$ cat config.mk
export PLATFORM = sky130hd
export DESIGN_NAME = sync_ram_2p
export DESIGN_NICKNAME = d
export VERILOG_FILES = /design/src/rtl/sync_ram_2p.sv
export SDC_FILE = /design/constraint.sdc
export NUM_CORES = 1
export LEC_CHECK = 0
export ABC_AREA = 1
export ABC_CLOCK_PERIOD_IN_PS = 2660
export CELL_PAD_IN_SITES_DETAIL_PLACEMENT = 1
export CELL_PAD_IN_SITES_GLOBAL_PLACEMENT = 1
export CORE_UTILIZATION = 47
export CTS_CLUSTER_SIZE = 30
export DETAILED_ROUTE_END_ITERATION = 6
export GPL_ROUTABILITY_DRIVEN = 0
export PLACE_DENSITY = 0.86
export SLEW_MARGIN = 40
export SYNTH_ARGS = -nofsm -noshare
export SYNTH_HDL_FRONTEND = slang
export SYNTH_SLANG_ARGS = --single-unit
export TNS_END_PERCENT = 50
$ cat constraint.sdc
create_clock -name clk -period 2.66 [get_ports clk]
set_clock_uncertainty 0.15 [all_clocks]
set_input_delay 0.532 -clock clk [delete_from_list [all_inputs] [get_ports clk]]
set_output_delay 0.532 -clock clk [all_outputs]
set_load 0.01 [all_outputs]
$ cat src/rtl/sync_ram_2p.sv
`default_nettype none
// +--------------------------------------------------------------------------+
// | Module   : sync_ram_2p                                                   |
// | Purpose  : Simple dual-port synchronous RAM. One write port with per-lane|
// |            byte/nibble enables, one read port with 1- or 2-cycle read    |
// |            latency, selectable read-during-write behaviour and a         |
// |            post-reset zeroing sweep of the whole array.                  |
// |                                                                          |
// | Ports    : clk        - single clock, rising edge                        |
// |            rst_n      - asynchronous active-low reset                    |
// |            wr_en      - write request                                    |
// |            wr_addr_i  - write address                                    |
// |            wr_data    - write data                                       |
// |            wr_be      - lane enables, bit i covers lane i of wr_data     |
// |            rd_en      - read request                                     |
// |            rd_addr_i  - read address                                     |
// |            rd_data    - read data, held while rd_valid is low            |
// |            rd_valid   - one-cycle strobe per accepted read               |
// |            init_done  - array cleared and ready for traffic              |
// |                                                                          |
// | Revision : 1.0 - initial release                                         |
// +--------------------------------------------------------------------------+
module sync_ram_2p #(
   parameter int DATA_WIDTH     = 8,
   parameter int LANE_WIDTH     = 4,
   parameter int DEPTH          = 16,
   parameter int ADDR_WIDTH     = 4,
   parameter int RD_LATENCY     = 1,
   parameter int WRITE_FIRST    = 0,
   parameter int CLEAR_ON_RESET = 1,
   localparam int NUM_LANES     = DATA_WIDTH / LANE_WIDTH
) (
   input  logic                  clk,
   input  logic                  rst_n,
   input  logic                  wr_en,
   input  logic [ADDR_WIDTH-1:0] wr_addr_i,
   input  logic [DATA_WIDTH-1:0] wr_data,
   input  logic [NUM_LANES-1:0]  wr_be,
   input  logic                  rd_en,
   input  logic [ADDR_WIDTH-1:0] rd_addr_i,
   output logic [DATA_WIDTH-1:0] rd_data,
   output logic                  rd_valid,
   output logic                  init_done
);

   typedef enum logic [0:0] {
      ST_INIT  = 1'b0,
      ST_READY = 1'b1
   } state_t;

   // One extra bit so DEPTH == 2^ADDR_WIDTH is representable in the compare.
   localparam logic [ADDR_WIDTH:0]   c_depth    = (ADDR_WIDTH + 1)'(DEPTH);
   localparam logic [ADDR_WIDTH-1:0] c_last_adr = ADDR_WIDTH'(DEPTH - 1);

   // ------------------------------------------------------------------------
   // Storage and state
   // ------------------------------------------------------------------------
   logic [DATA_WIDTH-1:0] r_mem [DEPTH];

   state_t                r_state;
   logic [ADDR_WIDTH-1:0] r_clr_cnt;
   logic                  r_init_done;

   logic                  r_s1_valid;
   logic [DATA_WIDTH-1:0] r_s1_data;

   logic                  w_wr_in_range;
   logic                  w_rd_in_range;
   logic                  w_wr_go;
   logic                  w_rd_go;
   logic                  w_clr_go;
   logic [DATA_WIDTH-1:0] w_rd_raw;
   logic [DATA_WIDTH-1:0] w_rd_word;

   assign w_wr_in_range = ({1'b0, wr_addr_i} < c_depth);
   assign w_rd_in_range = ({1'b0, rd_addr_i} < c_depth);

   // rst_n gates the array updates so a clock running during reset cannot
   // modify memory contents; the control registers are held by the async
   // reset anyway.
   assign w_clr_go = rst_n && (r_state == ST_INIT);
   assign w_wr_go  = rst_n && (r_state == ST_READY) && wr_en && w_wr_in_range;
   assign w_rd_go  = (r_state == ST_READY) && rd_en;

   // Out-of-range reads still produce a strobe, carrying zero data.
   assign w_rd_raw = w_rd_in_range ? r_mem[rd_addr_i] : '0;

   // ------------------------------------------------------------------------
   // Read-during-write policy. With write-first, lanes being written on the
   // same edge to the same address are forwarded from wr_data; untouched
   // lanes keep the stored value. Read-first simply returns the stored word,
   // which is the pre-write value because the array updates on the edge.
   // ------------------------------------------------------------------------
   generate
      if (WRITE_FIRST != 0) begin : g_write_first
         logic w_collide;
         assign w_collide = w_wr_go && w_rd_go && (wr_addr_i == rd_addr_i);

         for (genvar l = 0; l < NUM_LANES; l++) begin : g_lane
            assign w_rd_word[l*LANE_WIDTH +: LANE_WIDTH] =
               (w_collide && wr_be[l]) ? wr_data[l*LANE_WIDTH +: LANE_WIDTH]
                                       : w_rd_raw[l*LANE_WIDTH +: LANE_WIDTH];
         end
      end else begin : g_read_first
         assign w_rd_word = w_rd_raw;
      end
   endgenerate

   // ------------------------------------------------------------------------
   // Array write port. The clear sweep owns the array while in INIT; user
   // writes are only honoured in READY and only for enabled lanes.
   // ------------------------------------------------------------------------
   always_ff @(posedge clk) begin
      if (w_clr_go) begin
         r_mem[r_clr_cnt] <= '0;
      end else if (w_wr_go) begin
         for (int l = 0; l < NUM_LANES; l++) begin
            if (wr_be[l]) begin
               r_mem[wr_addr_i][l*LANE_WIDTH +: LANE_WIDTH] <=
                  wr_data[l*LANE_WIDTH +: LANE_WIDTH];
            end
         end
      end
   end

   // ------------------------------------------------------------------------
   // Control FSM: INIT sweeps one word per cycle, READY serves traffic.
   // init_done is registered, so it rises the cycle after the last clear
   // write, i.e. exactly DEPTH edges after reset release.
   // ------------------------------------------------------------------------
   always_ff @(posedge clk or negedge rst_n) begin
      if (!rst_n) begin
         r_state     <= (CLEAR_ON_RESET != 0) ? ST_INIT : ST_READY;
         r_clr_cnt   <= '0;
         r_init_done <= (CLEAR_ON_RESET == 0);
      end else begin
         case (r_state)
            ST_INIT: begin
               if (r_clr_cnt == c_last_adr) begin
                  r_state     <= ST_READY;
                  r_init_done <= 1'b1;
                  r_clr_cnt   <= '0;
               end else begin
                  r_clr_cnt   <= r_clr_cnt + 1'b1;
               end
            end
            ST_READY: begin
               r_init_done <= 1'b1;
            end
            default: begin
               r_state <= ST_INIT;
            end
         endcase
      end
   end

   assign init_done = r_init_done;

   // ------------------------------------------------------------------------
   // Read pipeline, first stage. Data only moves on an accepted read so the
   // output holds its last value between strobes.
   // ------------------------------------------------------------------------
   always_ff @(posedge clk or negedge rst_n) begin
      if (!rst_n) begin
         r_s1_valid <= 1'b0;
         r_s1_data  <= '0;
      end else begin
         r_s1_valid <= w_rd_go;
         if (w_rd_go) begin
            r_s1_data <= w_rd_word;
         end
      end
   end

   generate
      if (RD_LATENCY == 2) begin : g_lat2
         logic                  r_s2_valid;
         logic [DATA_WIDTH-1:0] r_s2_data;

         always_ff @(posedge clk or negedge rst_n) begin
            if (!rst_n) begin
               r_s2_valid <= 1'b0;
               r_s2_data  <= '0;
            end else begin
               r_s2_valid <= r_s1_valid;
               if (r_s1_valid) begin
                  r_s2_data <= r_s1_data;
               end
            end
         end

         assign rd_valid = r_s2_valid;
         assign rd_data  = r_s2_data;
      end else begin : g_lat1
         assign rd_valid = r_s1_valid;
         assign rd_data  = r_s1_data;
      end
   endgenerate

endmodule
`default_nettype wire

==> flow_summary.json <==
{
  "post-route-min-period_ns": 2.59,
  "p_sw_w": 0.00123,
  "drv_cap": 0,
  "seqPwrFrac_pct": 46.8,
  "drtAntennaViolNets": 0,
  "fin_nets": 688,
  "layout.cells.non_filler": 850,
  "hold_buffers": 0,
  "yosys-top-cells-area": "edfxtp_1 63%, nand2_1 14%, nand3_1 8.2%",
  "place_ws_ns": -0.301,
  "power_density_nw_per_um2": 697,
  "groute.usage.overall_pct": 28.6,
  "fillers": 1380,
  "wire_per_inst_um": 21.2,
  "p_leak_nw": 3.05,
  "io_buffers": 31,
  "die_width_um": 116,
  "final_cell_mix": "228 x nand2_1, 128 x edfxtp_1, 100 x nand3_1",
  "totalWireLength_mm": 18.0,
  "grt-ovfl-total": 0,
  "seq_area_frac_synth_pct": 68.9,
  "max_stage_delay_ns": 0.54,
  "crit_path_start_kind": "input pin",
  "worst_pin_slew_ns": 0.741,
  "cts-root-buf": "clkbuf_16",
  "cts_sinks": 143,
  "via_per_inst": 5.56,
  "arrival_ns": 2.59,
  "clkPwrFrac_pct": 45.7,
  "drive_gt1_share_pct": 16.7,
  "setup_slack_ns": 0.0716,
  "synth_top_area_share_pct": 62.8,
  "dp_hpwl_mm": 12.2,
  "setup_viol_count_final": 0,
  "required_ns": 2.66,
  "clockBufferDepth": 2,
  "cts_tree": "done",
  "critPathSlowestCell": "clkdlybuf4s50_1",
  "hold_class": "reg -> reg",
  "path_cells": "clkdlybuf4s50_1 > nand2_1 > nor2_4 > o21ai_2 > buf_12 > nand2_1 > o21ai_1 > buf_4 > nor2_4 > nand2_1 > nor2_1 > buf_4",
  "grt_pass1_wl_mm": 27.2,
  "firstDrtPassIters": 5,
  "dp.cells": 818,
  "antenna_found_initial": 0,
  "ctsResizeCount": 0,
  "grt_pass1_vias": 5009,
  "die_y_um": 116,
  "die-area_um2": 13500,
  "slew_headroom_pct": 50.5,
  "ios": 32,
  "post_cts_buffers": 0,
  "netlist_area_um2": 6120,
  "synthCells": 588,
  "synth.distinct_cells": 22,
  "num_rows": 41,
  "rsz0062_at_grt": "no",
  "ys_ff_latch": 143,
  "synth.avg_cell_area_um2": 10.4,
  "cts_buffers": 17,
  "synth_fp_nets": 611,
  "htreeDepth": 4,
  "ys_warn_count": 0,
  "drv_slew": 0,
  "diodes": 0,
  "clkTransAtPathRegs_ns": 0.06,
  "fmax_mhz": 386,
  "status": "finished, final reports clean",
  "worstPathMaxFanout": 10,
  "area_growth_pct": 23.6,
  "switching_share_pct": 23.3,
  "synth_area_leader_cell": "edfxtp_1",
  "irDropWorstVdd_v": 0.000471,
  "path_class": "in -> reg",
  "layout_commonest_cell": "nand2_1",
  "path_common_cell": "nand2_1",
  "drc": 0,
  "comb_power_share_pct": 7.4,
  "rrSetupSlack_ns": 0.25,
  "core_um2": 12700,
  "first_iter_violations": 484,
  "via_count": 4722,
  "finalCritPeriodShare_pct": 97.3,
  "endpoint_kind": "flop",
  "grt_max_degree": 41,
  "clock_latency_ns": 0.42,
  "initial_core_util_pct": 48.3,
  "hold_viol": 0,
  "p_int_w": 0.00405
}
-- cells in the mapped netlist --
cell type / n
a21oi_2: 1
a22oi_1: 2
buf_1: 2
buf_2: 12
buf_6: 1
clkbuf_1: 12
clkinv_1: 1
dfrtp_1: 15
edfxtp_1: 128
ha_1: 1
inv_1: 20
inv_2: 2
nand2_1: 228
nand2_2: 4
nand3_1: 100
nand4_1: 1
nor2_1: 44
nor2_4: 5
o21ai_0: 3
o21ai_1: 4
o21ai_2: 1
or2_2: 1
-- critical path: cells and delay by family --
kind                   cells  cell delay, ns
AO/OA/AOI/OAI              2            0.25
AND/OR/NAND/NOR            6            0.73
buffers and inverters      4            1.07
-- metal layers --
layer,vias up,global-route usage [%],share of wire [%]
met4,0,14.4,3.6
met3,45,5.66,4.5
met5,-,0,0
li1,2135,-,-
met1,2386,33.7,40
met2,156,49.9,52
-- stage by stage --
step | total power, W | util, % | area (µm²) | TNS (ns) | hold WS [ns]
after global placement | 0.00287 | 54.8 | 6940 | -17.60 | 0.308
after detailed placement | 0.00290 | 54.8 | 6950 | -27.40 | 0.307
final | 0.00528 | 59.8 | 7570 | 0 | 0.338
after global routing | 0.00540 | 59.8 | 7570 | 0 | 0.350
after floorplan | 0.00271 | - | 6120 | 0 | 0.0864
after CTS | 0.00530 | 59.6 | 7550 | 0 | 0.340
-- final timing paths --
kind	startpoint	endpoint	cells after the start
min reg2reg	init_done	init_done	1
max	rst_n	r_mem[15][2]	12
min in group asynchronous	rst_n	rd_data[4]	2
max reg2reg	r_state	r_mem[15][2]	11
min	init_done	init_done	1
max in group asynchronous	rst_n	r_clr_cnt[2]	2
-- cells by family (layout without fill, tap and decap cells) --
kind of cell             count (synthesis)  in the layout  share of synthesized area (%)
flip-flops                             143            143                           68.9
buffers and inverters                   50            140                           3.43
AO/OA/AOI/OAI                           11             11                           1.10
adder cells (fa/ha/maj)                  1              1                          0.204
AND/OR/NAND/NOR                        383            383                           26.4
-- state kept, by name (all words and copies together) (netlist names) --
register,flops
rd_valid,1
r_clr_cnt,4
rd_data,8
r_mem,128
init_done,1
r_state,1
-- cell type report --
type,instances,area [µm²],share of cell area (%)
well taps,172,215,2.84
inverters,23,86.3,1.14
flip-flops and latches,143,4220,55.7
repair buffers,85,723,9.55
multi-input cells,395,1730,22.8
clock inverters,13,150,1.98
clock buffers,19,453,5.98
-- power by group through the flow --
stage	Clock, W	Sequential [W]	Combinational [W]
detailed placement	0	0.00252	0.000383
floorplan	0	0.00252	0.000190
global placement	0	0.00252	0.000359
CTS	0.00244	0.00247	0.000391
finish	0.00241	0.00247	0.000393
global route	0.00250	0.00247	0.000426
Note: power is estimated with default switching activity, not from simulation.
